==> config.mk <==
export PLATFORM = sky130hd
export DESIGN_NAME = power_to_db_mc_flat
export DESIGN_NICKNAME = d
export VERILOG_FILES = /design/src/rtl/power_to_db_mc_if.sv /design/src/rtl/power_to_db_mc.sv /design/src/flat_wrapper.sv
export SDC_FILE = /design/constraint.sdc
export NUM_CORES = 1
export LEC_CHECK = 0
export ABC_AREA = 0
export CORE_AREA = 2 2 133 135
export CTS_CLUSTER_SIZE = 10
export DETAILED_ROUTE_END_ITERATION = 8
export DIE_AREA = 0 0 135 137
export PLACE_DENSITY = 0.94
export SLEW_MARGIN = 20
export SYNTH_ARGS = -nofsm -noshare
export SYNTH_HDL_FRONTEND = slang
export SYNTH_SLANG_ARGS = --single-unit
==> constraint.sdc <==
create_clock -name clk -period 7.35 [get_ports clk]
set_input_delay 1.47 -clock clk [delete_from_list [all_inputs] [get_ports clk]]
set_output_delay 1.47 -clock clk [all_outputs]
set_load 0.02 [all_outputs]
==> src/rtl/power_to_db_mc_if.sv <==
// Sample/result bus of the multi-channel power-to-dB converter.
// The slave modport is the converter side; master is the producer/consumer side.
interface power_to_db_mc_if #(
  parameter int IN_W  = 32,
  parameter int NCH   = 4,
  parameter int OUT_W = 16
);
  localparam int CH_W = (NCH > 1) ? $clog2(NCH) : 1;

  logic                 valid_i;
  logic [CH_W-1:0]      ch_i;
  logic [IN_W-1:0]      power_i;
  logic                 peak_clr_i;
  logic [CH_W-1:0]      peak_ch_i;
  logic                 valid_o;
  logic [CH_W-1:0]      ch_o;
  logic [OUT_W-1:0]     dB_o;
  logic                 zero_o;
  logic [NCH*OUT_W-1:0] peak_o;

  modport slave (
    input  valid_i, ch_i, power_i, peak_clr_i, peak_ch_i,
    output valid_o, ch_o, dB_o, zero_o, peak_o
  );

  modport master (
    output valid_i, ch_i, power_i, peak_clr_i, peak_ch_i,
    input  valid_o, ch_o, dB_o, zero_o, peak_o
  );
endinterface

==> src/rtl/power_to_db_mc.sv <==
// Multi-channel, fully pipelined power-to-dB converter with per-channel peak hold.
// dB = 10*log10(x) computed as log2(x) * 10*log10(2); log2 from leading-one
// position plus a linear mantissa. Four register stages, one sample per cycle.
// Optional macro PDB_LOG_CORR_EN adds a 16-entry mantissa correction table.
module power_to_db_mc #(
  parameter int IN_W       = 32,
  parameter int NCH        = 4,
  parameter int LOG_FRAC   = 8,
  parameter int COEFF_FRAC = 20,
  parameter int OUT_W      = 16,
  parameter int OUT_FRAC   = 4
) (
  input logic               clk,
  input logic               rst_n,
  power_to_db_mc_if.slave   bus
);
  localparam int CH_W = (NCH > 1) ? $clog2(NCH) : 1;
  localparam int E_W  = $clog2(IN_W);
`ifdef PDB_LOG_CORR_EN
  // one spare bit: f + corr can carry into the exponent field
  localparam int L_W  = E_W + LOG_FRAC + 1;
`else
  localparam int L_W  = E_W + LOG_FRAC;
`endif
  // 10*log10(2) < 4, so two integer bits suffice for K
  localparam int K_W  = COEFF_FRAC + 2;
  localparam int P_W  = L_W + K_W;
  localparam int S    = COEFF_FRAC + LOG_FRAC - OUT_FRAC;
  localparam int K_INT = $rtoi(3.0102999566398120 * (2.0 ** COEFF_FRAC) + 0.5);
  localparam logic [K_W-1:0] K       = K_W'(K_INT);
  localparam logic [P_W:0]   HALF    = {{P_W{1'b0}}, 1'b1} << (S - 1);
  localparam logic [P_W:0]   SAT_MAX = (P_W+1)'({OUT_W{1'b1}});

  // index of the most significant set bit (0 for x == 0)
  function automatic logic [E_W-1:0] lead_one(input logic [IN_W-1:0] x);
    logic [E_W-1:0] e;
    e = '0;
    for (int i = 0; i < IN_W; i++)
      if (x[i]) e = E_W'(i);
    return e;
  endfunction

  // top LOG_FRAC bits below the leading one, truncated
  function automatic logic [LOG_FRAC-1:0] mant_frac(input logic [IN_W-1:0] x,
                                                    input logic [E_W-1:0]  e);
    logic [IN_W-1:0] sh;
    sh = x << (E_W'(IN_W - 1) - e);
    return sh[IN_W-2 -: LOG_FRAC];
  endfunction

  // round half-up to OUT_FRAC fractional bits, then saturate to OUT_W
  function automatic logic [OUT_W-1:0] round_sat(input logic [P_W-1:0] p);
    logic [P_W:0] r;
    r = ({1'b0, p} + HALF) >> S;
    if (r > SAT_MAX) return {OUT_W{1'b1}};
    return r[OUT_W-1:0];
  endfunction

`ifdef PDB_LOG_CORR_EN
  logic [LOG_FRAC-1:0] w_corr [16];
  for (genvar j = 0; j < 16; j++) begin : g_corr
    localparam real M  = (j + 0.5) / 16.0;
    localparam int  CV = $rtoi((($ln(1.0 + M) / $ln(2.0)) - M) * (2.0 ** LOG_FRAC) + 0.5);
    assign w_corr[j] = LOG_FRAC'(CV);
  end
`endif

  logic                  r_vld_p1, r_vld_p2, r_vld_p3, r_vld_p4;
  logic [CH_W-1:0]       r_ch_p1, r_ch_p2, r_ch_p3, r_ch_p4;
  logic                  r_zero_p2, r_zero_p3, r_zero_p4;
  logic [IN_W-1:0]       r_pow_p1;
  logic [L_W-1:0]        r_log_p2;
  logic [P_W-1:0]        r_prod_p3;
  logic [OUT_W-1:0]      r_db_p4;
  logic [NCH-1:0][OUT_W-1:0] r_peak;

  logic [E_W-1:0]        w_e;
  logic [LOG_FRAC-1:0]   w_f;
  logic [L_W-1:0]        w_log;
  logic                  w_zero;
  logic [NCH-1:0][OUT_W-1:0] w_peak_nxt;
  logic [OUT_W-1:0]      w_cur;

  // stage 1: capture the incoming sample
  always_ff @(posedge clk or negedge rst_n) begin
    if (!rst_n) begin
      r_vld_p1 <= 1'b0;
      r_ch_p1  <= '0;
      r_pow_p1 <= '0;
    end else begin
      r_vld_p1 <= bus.valid_i;
      r_ch_p1  <= bus.ch_i;
      r_pow_p1 <= bus.power_i;
    end
  end

  // stage 2 logic: log2 approximation = exponent . mantissa fraction
  always_comb begin
    w_e    = lead_one(r_pow_p1);
    w_f    = mant_frac(r_pow_p1, w_e);
    w_zero = (r_pow_p1 == '0);
`ifdef PDB_LOG_CORR_EN
    w_log  = L_W'({w_e, w_f}) + L_W'(w_corr[w_f[LOG_FRAC-1 -: 4]]);
`else
    w_log  = {w_e, w_f};
`endif
    if (w_zero) w_log = '0;
  end

  // stage 2: register log2 value and zero flag
  always_ff @(posedge clk or negedge rst_n) begin
    if (!rst_n) begin
      r_vld_p2  <= 1'b0;
      r_ch_p2   <= '0;
      r_zero_p2 <= 1'b0;
      r_log_p2  <= '0;
    end else begin
      r_vld_p2  <= r_vld_p1;
      r_ch_p2   <= r_ch_p1;
      r_zero_p2 <= w_zero;
      r_log_p2  <= w_log;
    end
  end

  // stage 3: full-precision scale by 10*log10(2)
  always_ff @(posedge clk or negedge rst_n) begin
    if (!rst_n) begin
      r_vld_p3  <= 1'b0;
      r_ch_p3   <= '0;
      r_zero_p3 <= 1'b0;
      r_prod_p3 <= '0;
    end else begin
      r_vld_p3  <= r_vld_p2;
      r_ch_p3   <= r_ch_p2;
      r_zero_p3 <= r_zero_p2;
      r_prod_p3 <= P_W'(r_log_p2) * P_W'(K);
    end
  end

  // stage 4: round/saturate; outputs hold their value across bubbles
  always_ff @(posedge clk or negedge rst_n) begin
    if (!rst_n) begin
      r_vld_p4  <= 1'b0;
      r_ch_p4   <= '0;
      r_zero_p4 <= 1'b0;
      r_db_p4   <= '0;
    end else begin
      r_vld_p4 <= r_vld_p3;
      if (r_vld_p3) begin
        r_ch_p4   <= r_ch_p3;
        r_zero_p4 <= r_zero_p3;
        r_db_p4   <= r_zero_p3 ? '0 : round_sat(r_prod_p3);
      end
    end
  end

  // next peak per channel: clear first, then max with the current output
  always_comb begin
    w_peak_nxt = r_peak;
    w_cur      = '0;
    for (int c = 0; c < NCH; c++) begin
      w_cur = r_peak[c];
      if (bus.peak_clr_i && (bus.peak_ch_i == CH_W'(c)))
        w_cur = '0;
      if (r_vld_p4 && (r_ch_p4 == CH_W'(c)) && (r_db_p4 > w_cur))
        w_cur = r_db_p4;
      w_peak_nxt[c] = w_cur;
    end
  end

  // peak-hold registers
  always_ff @(posedge clk or negedge rst_n) begin
    if (!rst_n) r_peak <= '0;
    else        r_peak <= w_peak_nxt;
  end

  assign bus.valid_o = r_vld_p4;
  assign bus.ch_o    = r_ch_p4;
  assign bus.dB_o    = r_db_p4;
  assign bus.zero_o  = r_zero_p4;
  assign bus.peak_o  = r_peak;
endmodule

==> src/flat_wrapper.sv <==
// flat-port wrapper written by rule: the top's interface ports become plain ports
module power_to_db_mc_flat 
#(
  parameter int IN_W       = 32,
  parameter int NCH        = 4,
  parameter int LOG_FRAC   = 8,
  parameter int COEFF_FRAC = 20,
  parameter int OUT_W      = 16,
  parameter int OUT_FRAC   = 4
)
  (clk, rst_n, bus_valid_i, bus_ch_i, bus_power_i, bus_peak_clr_i, bus_peak_ch_i, bus_valid_o, bus_ch_o, bus_dB_o, bus_zero_o, bus_peak_o);
  power_to_db_mc_if #(.IN_W(IN_W), .NCH(NCH), .OUT_W(OUT_W)) bus_i ();
  input logic clk;
  input logic rst_n;
  input wire logic [$bits(bus_i.valid_i)-1:0] bus_valid_i;
  input wire logic [$bits(bus_i.ch_i)-1:0] bus_ch_i;
  input wire logic [$bits(bus_i.power_i)-1:0] bus_power_i;
  input wire logic [$bits(bus_i.peak_clr_i)-1:0] bus_peak_clr_i;
  input wire logic [$bits(bus_i.peak_ch_i)-1:0] bus_peak_ch_i;
  output wire logic [$bits(bus_i.valid_o)-1:0] bus_valid_o;
  output wire logic [$bits(bus_i.ch_o)-1:0] bus_ch_o;
  output wire logic [$bits(bus_i.dB_o)-1:0] bus_dB_o;
  output wire logic [$bits(bus_i.zero_o)-1:0] bus_zero_o;
  output wire logic [$bits(bus_i.peak_o)-1:0] bus_peak_o;
  assign bus_i.valid_i = bus_valid_i;
  assign bus_i.ch_i = bus_ch_i;
  assign bus_i.power_i = bus_power_i;
  assign bus_i.peak_clr_i = bus_peak_clr_i;
  assign bus_i.peak_ch_i = bus_peak_ch_i;
  assign bus_valid_o = bus_i.valid_o;
  assign bus_ch_o = bus_i.ch_o;
  assign bus_dB_o = bus_i.dB_o;
  assign bus_zero_o = bus_i.zero_o;
  assign bus_peak_o = bus_i.peak_o;
  power_to_db_mc #(.IN_W(IN_W), .NCH(NCH), .LOG_FRAC(LOG_FRAC), .COEFF_FRAC(COEFF_FRAC), .OUT_W(OUT_W), .OUT_FRAC(OUT_FRAC)) u_core (.clk(clk), .rst_n(rst_n), .bus(bus_i));
endmodule
==> results of run 1 <==
## worst paths after layout
| kind | startpoint | cells after the start | to | slack (ns) |
|---|---|---|---|---|
| min in group asynchronous | rst_n | 1 | u_core.bus.peak_o[10] | 1.00 |
| setup / recovery | u_core.r_log_p2[11] | 17 | u_core.r_prod_p3[34] | 1.71 |
| setup reg to reg | u_core.r_log_p2[11] | 17 | u_core.r_prod_p3[34] | 1.71 |
| hold / removal | u_core.r_ch_p2[0] | 0 | u_core.r_ch_p3[0] | 0.35 |
| hold reg to reg | u_core.r_ch_p2[0] | 0 | u_core.r_ch_p3[0] | 0.35 |
| max in group asynchronous | rst_n | 2 | u_core.r_prod_p3[30] | 5.22 |
## cells by family after synthesis
| group | Yosys count | share of synthesized area (%) |
|---|---|---|
| AOI/OAI and AO/OA | 213 | 14.3 |
| DFF | 148 | 35.9 |
| buffers and inverters | 131 | 5.24 |
| muxes | 58 | 6.10 |
| and+or+nand+nor | 257 | 12.5 |
| xor gates and xnor gates | 20 | 1.70 |
| adders and majority gates | 181 | 24.3 |
| other | 1 | 0.0363 |
## sequential cells by signal (all words and copies together), names as in the netlist
| name | cells |
|---|---|
| u_core.r_zero_p2 | 1 |
| u_core.r_prod_p3 | 12 |
| u_core.r_vld_p2 | 1 |
| u_core.r_ch_p1 | 2 |
| u_core.r_zero_p3 | 1 |
| u_core.r_ch_p3 | 2 |
| u_core.bus.dB_o | 12 |
| u_core.bus.peak_o | 64 |
| u_core.bus.ch_o | 2 |
| u_core.r_vld_p3 | 1 |
| u_core.r_pow_p1 | 32 |
| u_core.r_log_p2 | 13 |
| u_core.bus.valid_o | 1 |
| u_core.bus.zero_o | 1 |
| u_core.r_ch_p2 | 2 |
| u_core.r_vld_p1 | 1 |
## through the flow
step,instance area [um2],cells
finish,12300,1359
global route,12300,1359
CTS,12200,1359
detailed placement,11700,1327
global placement,11700,1327
floorplan,10300,1012
## power by group through the flow
stage | sequential, uW | combinational (uW) | clock (uW)
3_5_place_dp | 1220 | 2240 | 0
3_3_place_gp | 1210 | 2100 | 0
6_report | 1220 | 2320 | 834
5_1_grt | 1240 | 2570 | 881
4_1_cts | 1210 | 2300 | 837
2_1_floorplan | 1320 | 1350 | 0
## placed cells by master (no fill, tap or decap), drive strengths merged, types with 8 or more instances in the layout
master           n
ha             148
dfrtp          148
clkdlybuf4s50  118
inv            101
nand2           86
mux2i           49
a21oi           42
o21ai           39
nor2            38
fa              33
nand3           30
and2            25
a211oi          24
o21a            22
clkbuf          21
a21o            16
and3            15
o22ai           15
nor3            15
xnor2           11
xor2             9
nand4            9
nor2b            8
## final cells by class
cell class | instances | area [um2]
multi-input combinational | 733 | 6110
fill | 1138 | 4800
sequential | 148 | 3700
timing repair buffer | 122 | 1220
clock buffer | 21 | 470
inverter | 99 | 377
tap | 225 | 282
clock inverter | 11 | 101
## metal layers
layer,share of wire [%],global-route usage (%),vias to the layer above
met3,6.7,5.74,122
li1,-,-,3835
met2,51,53.2,427
met5,0,0,-
met1,38,35.2,4090
met4,4.9,15.3,0
==> impl_results.md, run 1 <==
- Slew headroom: 40.4%
- Cell-internal power: about 2600 uW
- CP Cell Sequence: inv_1 -> ha_1 -> fa_1 -> inv_1 -> ha_1 -> fa_1 -> fa_1 -> ha_1 -> a21o_1 -> a2111oi_2 -> o211ai_1 -> o2111ai_1 -> o31ai_1 -> a41o_1 -> o31a_1 -> or4_1 -> nand3_1
- Final slew viol count: 0
- CP Capture Type: flip-flop
- Grt ovf: 0
- Yosys warnings: 0
- Crit-path slowest cell: fa_1
- Synth async-reset ratio: 100%
- Wire length of the first global-routing pass: 43.3 mm
- NetSw: 1820 uW
- CP bufs+invs: 2
- Synth area leader: dfrtp_1
- Sw frac: between 40% and 50%
- CTS root buf: clkbuf_16
- Util after Layout: 71.9%
- Peak Freq: 177 MHz
- Hold Buf Count CTS: 0
- Clock-pin transition on the worst setup and hold timing paths: 0.06 ns
- Worst-Margin Slew: 0.892 ns
- RSZ-0062 raised after global routing: no
- Final setup TNS: 0 ns
- Hold_ws: 0.345 ns
- Status: completed
- Post-CTS Resized: 0
- Drc violations: 0
- GP Congestion: 0.917
- 1st-iter DRT viols: 543
- Fin. Hold Viols: 0
- Final Cycle Share: 76.8%
- CP max stage delay: 0.53 ns
- Gate Count Post-Synth: 1009
- Flops & latches, synth: 148
- Total of max-cap violations: 0
- Clk_lat worst skew: 0.43 ns
- Static Leakage: between 0.005 and 0.006 uW
- Clock buffer depth: 2
- Unique masters post-synth: 77
- Critical path arrival: ~6.0 ns
- PwrDens: between 300 and 400 mW/mm2
- Row count: 48
- CTS tree: built
- Flop pwr share: 28.0%
- Min Tclk post-route: 5.64 ns
- Critical Path RT: just under 8 ns
- Setup Crit Path Kind: reg2reg
- Top cell type's share of synthesized area: 35.9%
- Layout area overhead: 18.7%
- Synth area leaders: dfrtp_1 (36%), ha_1 (18%), fa_1 (6.4%), mux2i_1 (4.6%), inv_1 (3.5%)
- Die width: 135 um
- Initial core utilization: 60.6%
- Worst Setup Slack, final: 1.71 ns
- Drt via density: 6.24
- Layout Nets: 1342
- Placeable Area: 0.0171 mm2
- Overall Power: 4370 uW
- # setup viols final: 0
- Antenna viol nets, final: 0
- Gr usage total: between 30 and 40%
- Mapped Avg Cell Area: 10.2 um2
- Layout cell share with drive strength beyond 1: under 10%
- Worst vdd ir: roughly 0.00021 V
- Clk sink count: 148
- Routed wire per std cell: 19.5 um
- Hold Path Class: reg2reg
- DR vias: between 8000 and 9000
- Largest net degree at the start of global routing: between 80 and 90
- Post-CTS Setup Inserts: 0
- CTS Buf Count: 17
- H-tree levels: 4
- Synth Flop Type: dfrtp_1
- Seq/Total Area, Yosys: 35.9%
- Die area: 0.0185 mm2
- DRT Pass-1 Iters: 5
- CP Launch Type: flip-flop
- Critical-path maximum fanout: 6
- PortBufs: 119
- Initial antenna violation count: 0
- Clock power share: 19.1%
- Pre-CTS setup slack: around 1.8 ns
- Number of global-route vias before repair: 8597
- Final Skew: around 0.0072 ns
- Post-DP HPWL: around 20 mm
- Post-synth top cells: dfrtp_1 (148), ha_1 (148), inv_1 (96)
- Height of the die: 137 um
- Post-synth EDFFs: 0
- Largest delay contributor family on the critical path: adder cells
- Io pins: between 100 and 150
- Antenna diode count: 0
- Mapped cell area: 0.0103 mm2
- Logic pwr share: 52.9%
- Final WL: 26.5 mm
No activity file was read; power rests on OpenSTA's default activity.
==> inputs of run 2 (changes only) <==
--- a/config.mk
+++ b/config.mk
@@ -6,11 +6,11 @@
 export NUM_CORES = 1
 export LEC_CHECK = 0
 export ABC_AREA = 0
-export CORE_AREA = 2 2 133 135
+export CORE_AREA = 2 2 138 140
 export CTS_CLUSTER_SIZE = 10
 export DETAILED_ROUTE_END_ITERATION = 8
-export DIE_AREA = 0 0 135 137
-export PLACE_DENSITY = 0.94
+export DIE_AREA = 0 0 140 142
+export PLACE_DENSITY = 0.88
 export SLEW_MARGIN = 20
 export SYNTH_ARGS = -nofsm -noshare
 export SYNTH_HDL_FRONTEND = slang
==> constraint.sdc (replaced) <==
create_clock -name clk -period 5.6 [get_ports clk]
set_input_delay 1.12 -clock clk [delete_from_list [all_inputs] [get_ports clk]]
set_output_delay 1.12 -clock clk [all_outputs]
set_load 0.02 [all_outputs]
==> run 2 against run 1 <==
The flow now finishes with violations (DRC). Maximum frequency up 5.3%. Critical path type unchanged. Flip-flop and latch count unchanged. Sequential share of layout area down 0.14 points. Die area up 7.5%. Power up 31%. Via count down 1.6%. Hold slack better by 0.0039 ns. Largest power group unchanged. Sequential power up 32%. Highest routed layer unchanged.
==> impl_results.md, run 2 (same netlist as run 1, synthesis figures left out) <==
- Status: finished, violations left
- Failing checks: DRC
- Height of the die: between 100 and 150 um
- Final setup TNS: 0 ns
- Static Leakage: 0.00597 uW
- CP max stage delay: 0.51 ns
- CP Launch Type: flip-flop
- Antenna viol nets, final: 0
- R2R depth: 16
- Placeable Area: 0.0185 mm2
- Setup Crit Path Kind: reg2reg
- Drc violations: 17
- Min Tclk post-route: 5.36 ns
- Crit-path slowest cell: fa_1
- PortBufs: 119
- WHS Path Cells: 0
- Final non-filler cell total: 1371
- Final slew viol count: 0
- Gr usage total: a little over a quarter
- Clock buffer depth: 2
- DRT Pass-1 Iters: 8
- Drt via density: approximately 6.1
- Io pins: ~120
- R2R Path Start: u_core.r_log_p2[12]
- Layout cell share with drive strength beyond 1: 5.98%
- Placed cell areas: 0.0117 mm2
- Grt ovf: 0
- Placed cells: 1339
- Clk sink count: 148
- RSZ-0062 raised after global routing: no
- Critical path arrival: 5.73 ns
- Routed wire per std cell: ~19 um
- Largest net degree at the start of global routing: 98
- Finished Cell Area: ~0.012 mm2
- Post-CTS Setup Inserts: 0
- Worst-Margin Slew: 0.892 ns
- # setup viols final: 0
- Number of global-route vias before repair: 8323
- Post-DP HPWL: approximately 19 mm
- GP Congestion: roughly 0.95
- CTS Buf Count: 17
- Clock-pin transition on the worst setup and hold timing paths: 0.06 ns
- PwrDens: ~470 mW/mm2
- Total of max-cap violations: 0
- Wire length of the first global-routing pass: 42.1 mm
- Critical Path RT: 5.97 ns
- Final WL: 25.7 mm
- Critical R2R Capture: u_core.r_prod_p3[34]
- Most frequent cells in the layout: ha_1 (148), dfrtp_1 (148), clkdlybuf4s50_1 (118), inv_1 (96), nand2_1 (86)
- Final Skew: 0.00878 ns
- Worst hold endpoint: u_core.r_ch_p2[0]
- Fin. Hold Viols: 0
- Final Cycle Share: 95.7%
- Setup slack, reg-to-reg: 0.24 ns
- Layout area overhead: 19.2%
- Largest register FFs: 64
- Worst vdd ir: 0.000286 V
- 1st-iter DRT viols: 746
- Worst Hold Launch: u_core.r_ch_p1[0]
- Hold Path Class: reg2reg
- Die width: 140 um
- Antenna diode count: 0
- Critical-path maximum fanout: 5
- CTS root buf: clkbuf_16
- CP Cell Sequence: ha_1 -> fa_1 -> inv_1 -> ha_1 -> fa_1 -> fa_1 -> ha_1 -> a21o_1 -> a2111oi_2 -> o211ai_1 -> o2111ai_2 -> o31ai_1 -> a41o_1 -> o31a_1 -> or4_1 -> nand3_1
- Clk_lat worst skew: 0.43 ns
- CTS tree: built
- DR vias: about 8300
- Slew headroom: 40.5%
- Initial antenna violation count: 0
- Row count: 50
- Layout Nets: 1345
- Die area: roughly 0.02 mm2
- Initial core utilization: 56.0%
- H-tree levels: 4
- Peak Freq: 187 MHz
- CP Capture Type: flip-flop
run 2: cell count changes in the layout (fill, tap and decap cells not counted):
cell	previous run	this run
inv_8	0	1
o2111ai_2	0	1
o2111ai_1	2	1
clkinvlp_4	4	2
clkinv_2	3	2
buf_6	2	1
clkinv_4	1	3
inv_6	3	4
clkbuf_8	3	1
buf_4	2	6
bufinv_16	1	2
run 2: worst max path at each step:
stage                                    from              endpoint  slack [ns]  depth (start not counted)
final                     u_core.r_log_p2[12]  u_core.r_prod_p3[34]        0.24                         16
after global placement    u_core.r_log_p2[12]  u_core.r_prod_p3[34]        0.38                         16
after global routing      u_core.r_log_p2[12]  u_core.r_prod_p3[34]        0.03                         16
after detailed placement  u_core.r_log_p2[12]  u_core.r_prod_p3[34]        0.20                         16
after floorplan           u_core.r_log_p2[11]  u_core.r_prod_p3[34]        0.54                         17
after CTS                 u_core.r_log_p2[12]  u_core.r_prod_p3[34]        0.18                         16
run 2: layer usage:
layer | track usage [%] | wire length, um | vias to the layer above | share of wire, %
met2 | 46.6 | 12600 | 410 | 49
li1 | - | - | 3835 | -
met4 | 11.0 | 954 | 0 | 3.7
met3 | 5.15 | 1780 | 68 | 6.9
met5 | 0 | 0 | - | 0
met1 | 33.3 | 10300 | 4025 | 40
run 2: worst max-delay path, delay by kind of cell, from the launching register on:
| kind | cells | cell delay [ns] |
|---|---|---|
| flip-flops | 1 | 0.45 |
| adder cells (fa/ha/maj) | 6 | 2.47 |
| buffers and inverters | 1 | 0.04 |
| AND/OR/NAND/NOR | 2 | 0.59 |
| AO/OA/AOI/OAI | 7 | 1.73 |
run 2: report_power, final:
group	internal, uW	total, uW	switching [uW]
Clock	674	1140	470
Sequential	1320	1610	296
Combinational	1370	2970	1600
Total	3370	5730	2370
run 2: area by class of cell:
class / count / area (um2)
repair buffers: 125 / 1240
well taps: 234 / 293
multi-input cells: 733 / 6110
fillers: 1386 / 6140
clock buffers: 19 / 443
inverters: 99 / 377
clock inverters: 13 / 149
flip-flops and latches: 148 / 3700
run 2: repair_timing:
action | CTS | global route
hold buffers | 0 | 0
setup endpoints to repair | 0 | 1
gates resized for setup | 0 | 1
run 2: stage by stage:
step	util [%]	worst slack (ns)	total power (uW)	hold WS [ns]
final	66.7	0.242	5730	0.349
after global routing	66.7	0.0267	6160	0.355
after CTS	66.7	0.183	5710	0.350
after detailed placement	63.5	0.204	4520	0.342
after global placement	63.5	0.379	4380	0.334
after floorplan	-	0.543	3510	0.331
